--- src/rtl/adpll_arb_pkg.sv ---
// Shared types and constants for the ADPLL DCO tuning-port arbiter.
// Holds the arbiter state enum, requester count and requester indices.
package adpll_arb_pkg;

  localparam int N_REQ = 5;

  localparam logic [2:0] CAL = 3'd0;
  localparam logic [2:0] ACQ = 3'd1;
  localparam logic [2:0] TRK = 3'd2;
  localparam logic [2:0] SDM = 3'd3;
  localparam logic [2:0] SW  = 3'd4;

  typedef enum logic [1:0] {
    S_IDLE = 2'd0,
    S_OWN  = 2'd1,
    S_GAP  = 2'd2
  } state_t;

  // Next requester index, wrapping SW back to CAL.
  function automatic logic [2:0] inc5(input logic [2:0] i);
    return (i == SW) ? CAL : i + 3'd1;
  endfunction

endpackage

--- src/rtl/rr_pick5.sv ---
// Combinational round-robin picker over five requesters.
// Ports: i_req, i_ptr (search start) -> o_onehot, o_idx, o_any.
module rr_pick5
  import adpll_arb_pkg::*;
(
  input  logic [N_REQ-1:0] i_req,
  input  logic [2:0]       i_ptr,
  output logic [N_REQ-1:0] o_onehot,
  output logic [2:0]       o_idx,
  output logic             o_any
);

  logic [2:0] w_c;
  logic       w_hit;

  // Walk upward from i_ptr; first set bit wins.
  always_comb begin
    o_idx = '0;
    w_hit = 1'b0;
    w_c   = i_ptr;
    for (int k = 0; k < N_REQ; k++) begin
      if (!w_hit && i_req[w_c]) begin
        o_idx = w_c;
        w_hit = 1'b1;
      end
      w_c = inc5(w_c);
    end
  end

  assign o_any    = |i_req;
  assign o_onehot = o_any ? (5'b00001 << o_idx) : '0;

endmodule

--- src/rtl/dco_tune_arbiter.sv ---
// Round-robin owner arbiter for the shared DCO tuning-word write port.
// Ports: clk, rst_n, req, wr, wdata -> gnt, dco_we, dco_wdata, busy, timeout.
module dco_tune_arbiter #(
  parameter int N_REQ    = 5,
  parameter int DW       = 8,
  parameter int MAX_HOLD = 16
) (
  input  logic                clk,
  input  logic                rst_n,
  input  logic [N_REQ-1:0]    req,
  input  logic [N_REQ-1:0]    wr,
  input  logic [N_REQ*DW-1:0] wdata,
  output logic [N_REQ-1:0]    gnt,
  output logic                dco_we,
  output logic [DW-1:0]       dco_wdata,
  output logic                busy,
  output logic                timeout
);
  import adpll_arb_pkg::*;

  localparam int HW = $clog2(MAX_HOLD);
  localparam logic [HW-1:0] HOLD_LAST = HW'(MAX_HOLD - 1);

  state_t           r_state, w_state;
  logic [2:0]       r_owner, w_owner;
  logic [2:0]       r_ptr, w_ptr;
  logic [HW-1:0]    r_hold, w_hold;
  logic [N_REQ-1:0] r_gnt, w_gnt;
  logic             r_we, w_we;
  logic [DW-1:0]    r_wdata, w_wdata;
  logic             r_to, w_to;
  logic [N_REQ-1:0] w_pick_oh;
  logic [2:0]       w_pick_idx;
  logic             w_pick_any;
  logic             w_last;

  rr_pick5 u_pick (
    .i_req    (req),
    .i_ptr    (r_ptr),
    .o_onehot (w_pick_oh),
    .o_idx    (w_pick_idx),
    .o_any    (w_pick_any)
  );

  assign w_last = (r_hold == HOLD_LAST);

  always_comb begin
    w_state = r_state;
    w_owner = r_owner;
    w_ptr   = r_ptr;
    w_hold  = r_hold;
    w_gnt   = '0;
    w_we    = 1'b0;
    w_wdata = r_wdata;
    w_to    = 1'b0;
    unique case (r_state)
      S_OWN: begin
        // Owner write is honoured even on its release cycle.
        if (wr[r_owner]) begin
          w_we    = 1'b1;
          w_wdata = wdata[r_owner*DW +: DW];
        end
        if (w_last || !req[r_owner]) begin
          w_state = S_GAP;
          w_ptr   = inc5(r_owner);
          w_to    = w_last;
        end else begin
          w_gnt  = r_gnt;
          w_hold = r_hold + 1'b1;
        end
      end
      default: begin
        if (w_pick_any) begin
          w_state = S_OWN;
          w_owner = w_pick_idx;
          w_gnt   = w_pick_oh;
          w_hold  = '0;
        end else begin
          w_state = S_IDLE;
        end
      end
    endcase
  end

  always_ff @(posedge clk or negedge rst_n) begin
    if (!rst_n) begin
      r_state <= S_IDLE;
      r_owner <= '0;
      r_ptr   <= '0;
      r_hold  <= '0;
      r_gnt   <= '0;
      r_we    <= 1'b0;
      r_wdata <= '0;
      r_to    <= 1'b0;
    end else begin
      r_state <= w_state;
      r_owner <= w_owner;
      r_ptr   <= w_ptr;
      r_hold  <= w_hold;
      r_gnt   <= w_gnt;
      r_we    <= w_we;
      r_wdata <= w_wdata;
      r_to    <= w_to;
    end
  end

  assign gnt       = r_gnt;
  assign dco_we    = r_we;
  assign dco_wdata = r_wdata;
  assign timeout   = r_to;
  assign busy      = (r_state == S_OWN);

endmodule

--- config.mk ---
export PLATFORM = sky130hd
export DESIGN_NAME = dco_tune_arbiter
export DESIGN_NICKNAME = d
export VERILOG_FILES = /design/src/rtl/adpll_arb_pkg.sv /design/src/rtl/rr_pick5.sv /design/src/rtl/dco_tune_arbiter.sv
export SDC_FILE = /design/constraint.sdc
export NUM_CORES = 1
export LEC_CHECK = 0
export CELL_PAD_IN_SITES_DETAIL_PLACEMENT = 2
export CELL_PAD_IN_SITES_GLOBAL_PLACEMENT = 2
export CORE_MARGIN = 2
export CORE_UTILIZATION = 30
export CTS_CLUSTER_SIZE = 10
export DETAILED_ROUTE_END_ITERATION = 8
export GPL_TIMING_DRIVEN = 0
export PLACE_DENSITY_LB_ADDON = 0.1
export RECOVER_POWER = 100
export SLEW_MARGIN = 20
export SYNTH_ARGS = -nofsm -noshare
export SYNTH_HDL_FRONTEND = slang
export SYNTH_SLANG_ARGS = --single-unit
export TNS_END_PERCENT = 30
--- constraint.sdc ---
create_clock -name clk -period 8.6 [get_ports clk]
set_input_delay 1.72 -clock clk [delete_from_list [all_inputs] [get_ports clk]]
set_output_delay 1.72 -clock clk [all_outputs]
set_load 0.01 [all_outputs]
==> Word-level counts from Yosys, hierarchy flattened <==
Cells that the tools add are included.
{ "totals": {"wordCells": 89, "ff_bits": 27} }
{ "classes": {"n_reduce_logical": 16, "eq_ne": 9, "magnitude_cmp": 6, "n_bitwise": 1, "n_shift": 2, "n_mux": 41, "addsub": 6} }
{ "ops": {"columns": ["op", "n"], "rows": [
  ["variable part select 40 x 7 -> 8 bit", 1],
  ["2-to-1 mux 3 bit", 10],
  ["less-than comparator 3 x 4 -> 1 bit, second input constant", 6],
  ["binary-select mux 1 bit (select 3 bit)", 7],
  ["2-to-1 mux 1 bit", 16],
  ["adder 3 x 1 -> 3 bit, second input constant", 5],
  ["== test 3 bit, second input constant", 5],
  ["2-to-1 mux 5 bit", 3],
  ["2-to-1 mux 4 bit", 3],
  ["AND reduction 2 bit", 4],
  ["zero test 1 bit", 5],
  ["OR reduction 5 bit", 1],
  ["<< shifter 1 x 3 -> 5 bit, first input constant", 1],
  ["adder 4 x 1 -> 4 bit, second input constant", 1],
  ["== test 4 bit, second input constant", 1],
  ["logical AND 1 bit", 4],
  ["2-to-1 mux 2 bit", 2],
  ["== test 2 x 1 -> 1 bit, second input constant", 1],
  ["!= test 2 x 1 -> 1 bit, second input constant", 1],
  ["!= test 2 bit, second input constant", 1],
  ["nonzero test 2 bit", 1],
  ["logical OR 1 bit", 1],
  ["inverter 1 bit", 1]
]} }

==> Depth between registers and ports, before layout <==
{ "logic_depth": {"ltp_word": 18, "mapped_depth": 13, "mapped_depth_nobuf": 10} }

==> Cells and area by module <==
A second synthesis with hierarchy kept.
{ "unflattened": {"cells_unflattened": 260, "area_unflattened_um2": 2413.6} }
{ "by_module_without_submodules": {"columns": ["module", "n_inst", "area_per_inst_um2", "cells_per_inst"], "rows": [
  ["dco_tune_arbiter", 1, 1512.7, 140],
  ["rr_pick5", 1, 900.9, 120]
]} }

==> Worst setup path after synthesis <==
OpenSTA, ideal clock, no wires.
{ "synth_timing": {"path_kind": "in2reg", "start": "input port req[4]", "end": "register r_gnt[3] (netlist: gnt[3])", "arrival_ns": 3.426, "t_required_ns": 8.478, "stages": 9, "setup_slack_ns": 5.052, "setup_time_ns": 0.122, "cell_sequence": "clkbuf_1 nor4bb_1 inv_1 o311ai_1 nand2b_1 nor2_1 a21o_1 o21a_1 a32o_1"} }
{ "synth_between": {"elab_chain_len": 18, "elab_cells_between_ends": 36, "cone_classes": "1 x eq/ne; 1 x shift; 23 x mux; 11 x reduce/logical"} }
{ "synth_rtl": {"columns": ["item", "line", "rtl"], "rows": [
  ["start, declared", "dco_tune_arbiter.sv:10", "input logic [N_REQ-1:0] req,"],
  ["binary-select mux 1 bit (select 3 bit)", "rr_pick5.sv:22", "if (!w_hit && i_req[w_c]) begin"],
  ["2-to-1 mux 1 bit (implied by the code)", "rr_pick5.sv:22", null],
  ["2-to-1 mux 1 bit", "rr_pick5.sv:22", null],
  ["zero test 1 bit", "rr_pick5.sv:22", null],
  ["logical AND 1 bit", "rr_pick5.sv:22", null],
  ["2-to-1 mux 1 bit", "rr_pick5.sv:22", null],
  ["zero test 1 bit", "rr_pick5.sv:22", null],
  ["logical AND 1 bit", "rr_pick5.sv:22", null],
  ["(+2 left out)", null, null],
  ["logical AND 1 bit", "rr_pick5.sv:22", null],
  ["2-to-1 mux 1 bit", "rr_pick5.sv:22", null],
  ["zero test 1 bit", "rr_pick5.sv:22", null],
  ["logical AND 1 bit", "rr_pick5.sv:22", null],
  ["2-to-1 mux 3 bit", "rr_pick5.sv:22", null],
  ["<< shifter 1 x 3 -> 5 bit", "rr_pick5.sv:31", "assign o_onehot = o_any ? (5'b00001 << o_idx) : '0;"],
  ["2-to-1 mux 5 bit", "dco_tune_arbiter.sv:73", "if (w_pick_any) begin"],
  ["2-to-1 mux 5 bit", "dco_tune_arbiter.sv:56", "unique case (r_state)"],
  ["end signal, assigned", "dco_tune_arbiter.sv:100", "r_gnt <= w_gnt;"],
  ["end, declared", "dco_tune_arbiter.sv:28", "logic [N_REQ-1:0] r_gnt, w_gnt;"]
]} }
Parallel ways exist; a longest one is shown, timed or not. The select of a mux whose other input is x is not followed.
A chain may end at the register's enable or synchronous reset.

==> Final worst setup path <==
{ "layout_timing": {"start": "register r_ptr[0]", "end": "register r_owner[1]"} }
{ "layout_between": {"elab_chain_len": 15, "elab_cells_between_ends": 39, "cone_classes": "4 x add/sub; 4 x eq/ne; 23 x mux; 8 x reduce/logical"} }
{ "layout_rtl": {"columns": ["item", "line", "rtl"], "rows": [
  ["start, declared", "dco_tune_arbiter.sv:26", "logic [2:0] r_ptr, w_ptr;"],
  ["start signal, assigned", "dco_tune_arbiter.sv:98", "r_ptr <= w_ptr;"],
  ["parallel branches: the longest is 14 deep, another holds adder 3 x 1 -> 3 bit", null, null],
  ["2-to-1 mux 3 bit *", "rr_pick5.sv:22", null],
  ["end signal, assigned", "dco_tune_arbiter.sv:97", "r_owner <= w_owner;"],
  ["end, declared", "dco_tune_arbiter.sv:25", "logic [2:0] r_owner, w_owner;"]
]} }
Mark *: on every way between the ends. The select of a mux whose other input is x is not followed.

==> flow_summary.yaml <==
die:
  num_rows: 32
  top_level_ports: 68
  die_w_um: 92.5
  dieArea_um2: 8560
  fp.dieH_um: 92.5
  initial_core_util: 0.307
  coreArea_um2: 7650
grt:
  grt_first_pass_wirelength_mm: 14.0
  grtUsageTotal: 0.209
  grt_overflow: 0
  grt_max_degree: 28
  grt_pass1_vias: 2601
  antenna_found_initial: 0
drt:
  firstDrtPassIters: 4
  vias: 2389
  viasPerCell: 5.53
  drtIter0Drc: 117
  wl_mm: 8.71
  ant_nets: 0
  wire_per_inst_um: 20.2
  drc: 0
worst_setup_path:
  critPathLaunch: "r_ptr[0]"
  critPathBufInv: 4
  end_kind: "flip-flop"
  crit_arrival_ps: 5020
  critical-path-top-delay-family: "compound AO/OA/AOI/OAI gates"
  worstSetupPathType: "reg2reg"
  start_kind: "flip-flop"
  r2r_cells: 13
  r2r_start: "r_ptr[0]"
  crit_fanout: 10
  worstPathRequired_ps: 8820
  critPathMaxStageDelay_ps: 720
  reg2reg_to: "r_owner[1]"
  cpMostUsedCell: "clkbuf_1"
  worstPathCellList: "clkbuf_1 -> clkbuf_1 -> inv_1 -> ha_1 -> clkbuf_1 -> nor2b_1 -> o311ai_0 -> a21boi_0 -> a22o_1 -> nor3_1 -> o211ai_2 -> o211ai_1 -> mux2_2"
  reg2reg_slack_ps: 3800
  cp_slowest_cell: "o311ai_0"
clocking:
  insertion_delay_ps: 270
  cts_root_buffer: "clkbuf_8"
  cts_tree: "done"
  htreeDepth: 1
  cts_buffers: 3
  cts_hold_buf: 0
  clock_sinks: 27
  post_cts_buffers: 0
  cts_resized: 0
  clk_path_buf_depth: 2
  path_clk_slew_ps: 100
synthesis:
  synth_edf_count: 0
  muxShareOfSynthArea: 0.150
  yosysSeqAreaShare: 0.288
  synth_compound_area_frac: 0.266
  synth_top_family_by_area: "compound AO/OA/AOI/OAI gates"
  yosys.area_share.simple: 0.186
  async_flop_share: 1.00
  avgSynthCellArea_um2: 9.00
  ys.flop_type: "dfrtp_1"
  synth-seq-cells: 27
  synth_xor_xnor_area_share: 0.0186
  synthAdderAreaFrac: 0.0373
  synth_cells: 261
  synthDistinctLibCells: 62
  yosys_warnings: 0
  synth_area_um2: 2350
  syn_nets: 320
worst_hold_path:
  hold_path_depth: 2
  min_from: "gnt[0]"
  holdPathEnd: "gnt[0]"
  min_path_type: "reg2reg"
timing:
  worst_slack_ps: 3800
  fmax_mhz: 208
  worst_slew_pin_slew_ps: 1500
  maxSlewViolCount: 27
  fin_crit_sh: 0.559
  finClkSkew_ps: 11.7
  hold_viol_final: 0
  period_minus_slack_ps: 4800
  slew_headroom: -0.00256
  tns_ps: 0
  rsz0062_at_grt: "false"
  setup_viol: 0
placed_design:
  place_ws_ps: 4250
  portBuffers: 65
  dp_hpwl_mm: 6.89
  finalWeightedCongestion: 0.831
flow_run:
  max-cap-violations: 1
cells_and_area:
  area_delta_synth_final_pct: 34.8
  antenna_cells: 0
  fin_nets: 390
  drive_above_1_share: 0.0939
outcome:
  failed_checks: "capacitance limit, slew limit"
  status: "complete, but fails checks"
power:
  power_density_nw_per_um2: 413
  peakVddDrop_uv: 214
  p_leak_nw: 1.27
-- final cells by class --
class | instances | area (um2)
Buffer | 17 | 75.1
Clock buffer | 3 | 41.3
Clock inverter | 1 | 7.51
Fill cell | 868 | 4480
Inverter | 13 | 48.8
Multi-Input combinational cell | 204 | 1550
Sequential cell | 27 | 676
Tap cell | 102 | 128
Timing Repair Buffer | 65 | 644
-- sequential cells by signal, summed over array words and instances (netlist names) --
name / cells
timeout: 1
r_state: 2
r_hold: 4
gnt: 5
dco_wdata: 8
r_ptr: 3
r_owner: 3
dco_we: 1
-- report_power, final --
part / internal (mW) / switching (mW) / leakage, nW
clock network: 0.0329 / 0.0402 / 0.0217
logic: 0.422 / 0.598 / 0.908
registers: 0.179 / 0.0369 / 0.336
total: 0.634 / 0.675 / 1.27
-- tightest hold or removal path: stages, from the launching register on --
cell and delay, ps:
dfrtp_1 350, nand2_1 70, o41ai_2 50
-- worst max-delay path by stage --
stage,end,depth (start not counted)
3_3_place_gp,gnt[0],9
2_1_floorplan,gnt[3],9
5_1_grt,gnt[4],13
6_report,r_owner[1],13
3_5_place_dp,gnt[3],9
4_1_cts,gnt[3],9
-- cells in the mapped netlist (3+ instances only) --
cell / number / area share
dfrtp_1: 27 / 0.29
nor2_1: 23 / 0.037
a21oi_1: 17 / 0.036
nand2_1: 16 / 0.026
o21ai_0: 15 / 0.032
inv_1: 12 / 0.019
mux4_2: 10 / 0.096
a22oi_1: 9 / 0.029
clkbuf_1: 7 / 0.011
ha_1: 7 / 0.037
mux2i_1: 7 / 0.030
nand3_1: 7 / 0.015
nor3_1: 7 / 0.015
o21a_1: 7 / 0.022
buf_2: 6 / 0.013
nand2b_1: 6 / 0.016
mux2_2: 5 / 0.024
nor2b_1: 4 / 0.011
a21o_1: 3 / 0.0096
a31oi_1: 3 / 0.0080
a32o_1: 3 / 0.013
buf_1: 3 / 0.0048
nand4_1: 3 / 0.0080
nor3b_1: 3 / 0.0096
xnor2_1: 3 / 0.011
-- through the flow --
stage | cell area (um2) | cells | utilization | power [mW] | hold slack (ps)
floorplan | 2350 | 261 | - | 0.929 | 472
global placement | 3130 | 428 | 0.409 | 1.23 | 471
detailed placement | 3130 | 428 | 0.409 | 1.25 | 485
CTS | 3180 | 432 | 0.415 | 1.34 | 515
global route | 3170 | 432 | 0.414 | 1.44 | 530
finish | 3170 | 432 | 0.414 | 1.31 | 500
-- logic make-up (layout without fill, tap and decap cells) --
group                      count (synthesis)  after routing
AOI/OAI and AO/OA                         87             87
and+or+nand+nor                           83             83
buffers and inverters                     30             99
DFF                                       27             27
muxes                                     22             22
adders and majority gates                  7              7
xor gates and xnor gates                   5              5
-- layer usage --
metal,wire [um],global-route usage,part of all wire
met5,0,0,0
met2,4170,0.342,0.48
met4,51,0.0174,0.0059
met1,4320,0.306,0.50
met3,162,0.0301,0.019
-- layout by cell type (no fill, tap or decap), types with 4 or more instances in the layout --
master	netlist	layout
clkdlybuf4s50_1	0	45
dfrtp_1	27	27
nor2_1	23	23
dlygate4sd3_1	0	19
a21oi_1	17	17
nand2_1	16	16
o21ai_0	15	15
inv_1	12	12
clkbuf_1	7	11
mux4_2	10	10
a22oi_1	9	9
nand3_1	7	7
mux2i_1	7	7
o21a_1	7	7
ha_1	7	7
nand2b_1	6	6
nor3_1	7	6
mux2_2	5	5
nor2b_1	4	4
Power figures use the tool's default switching activity.
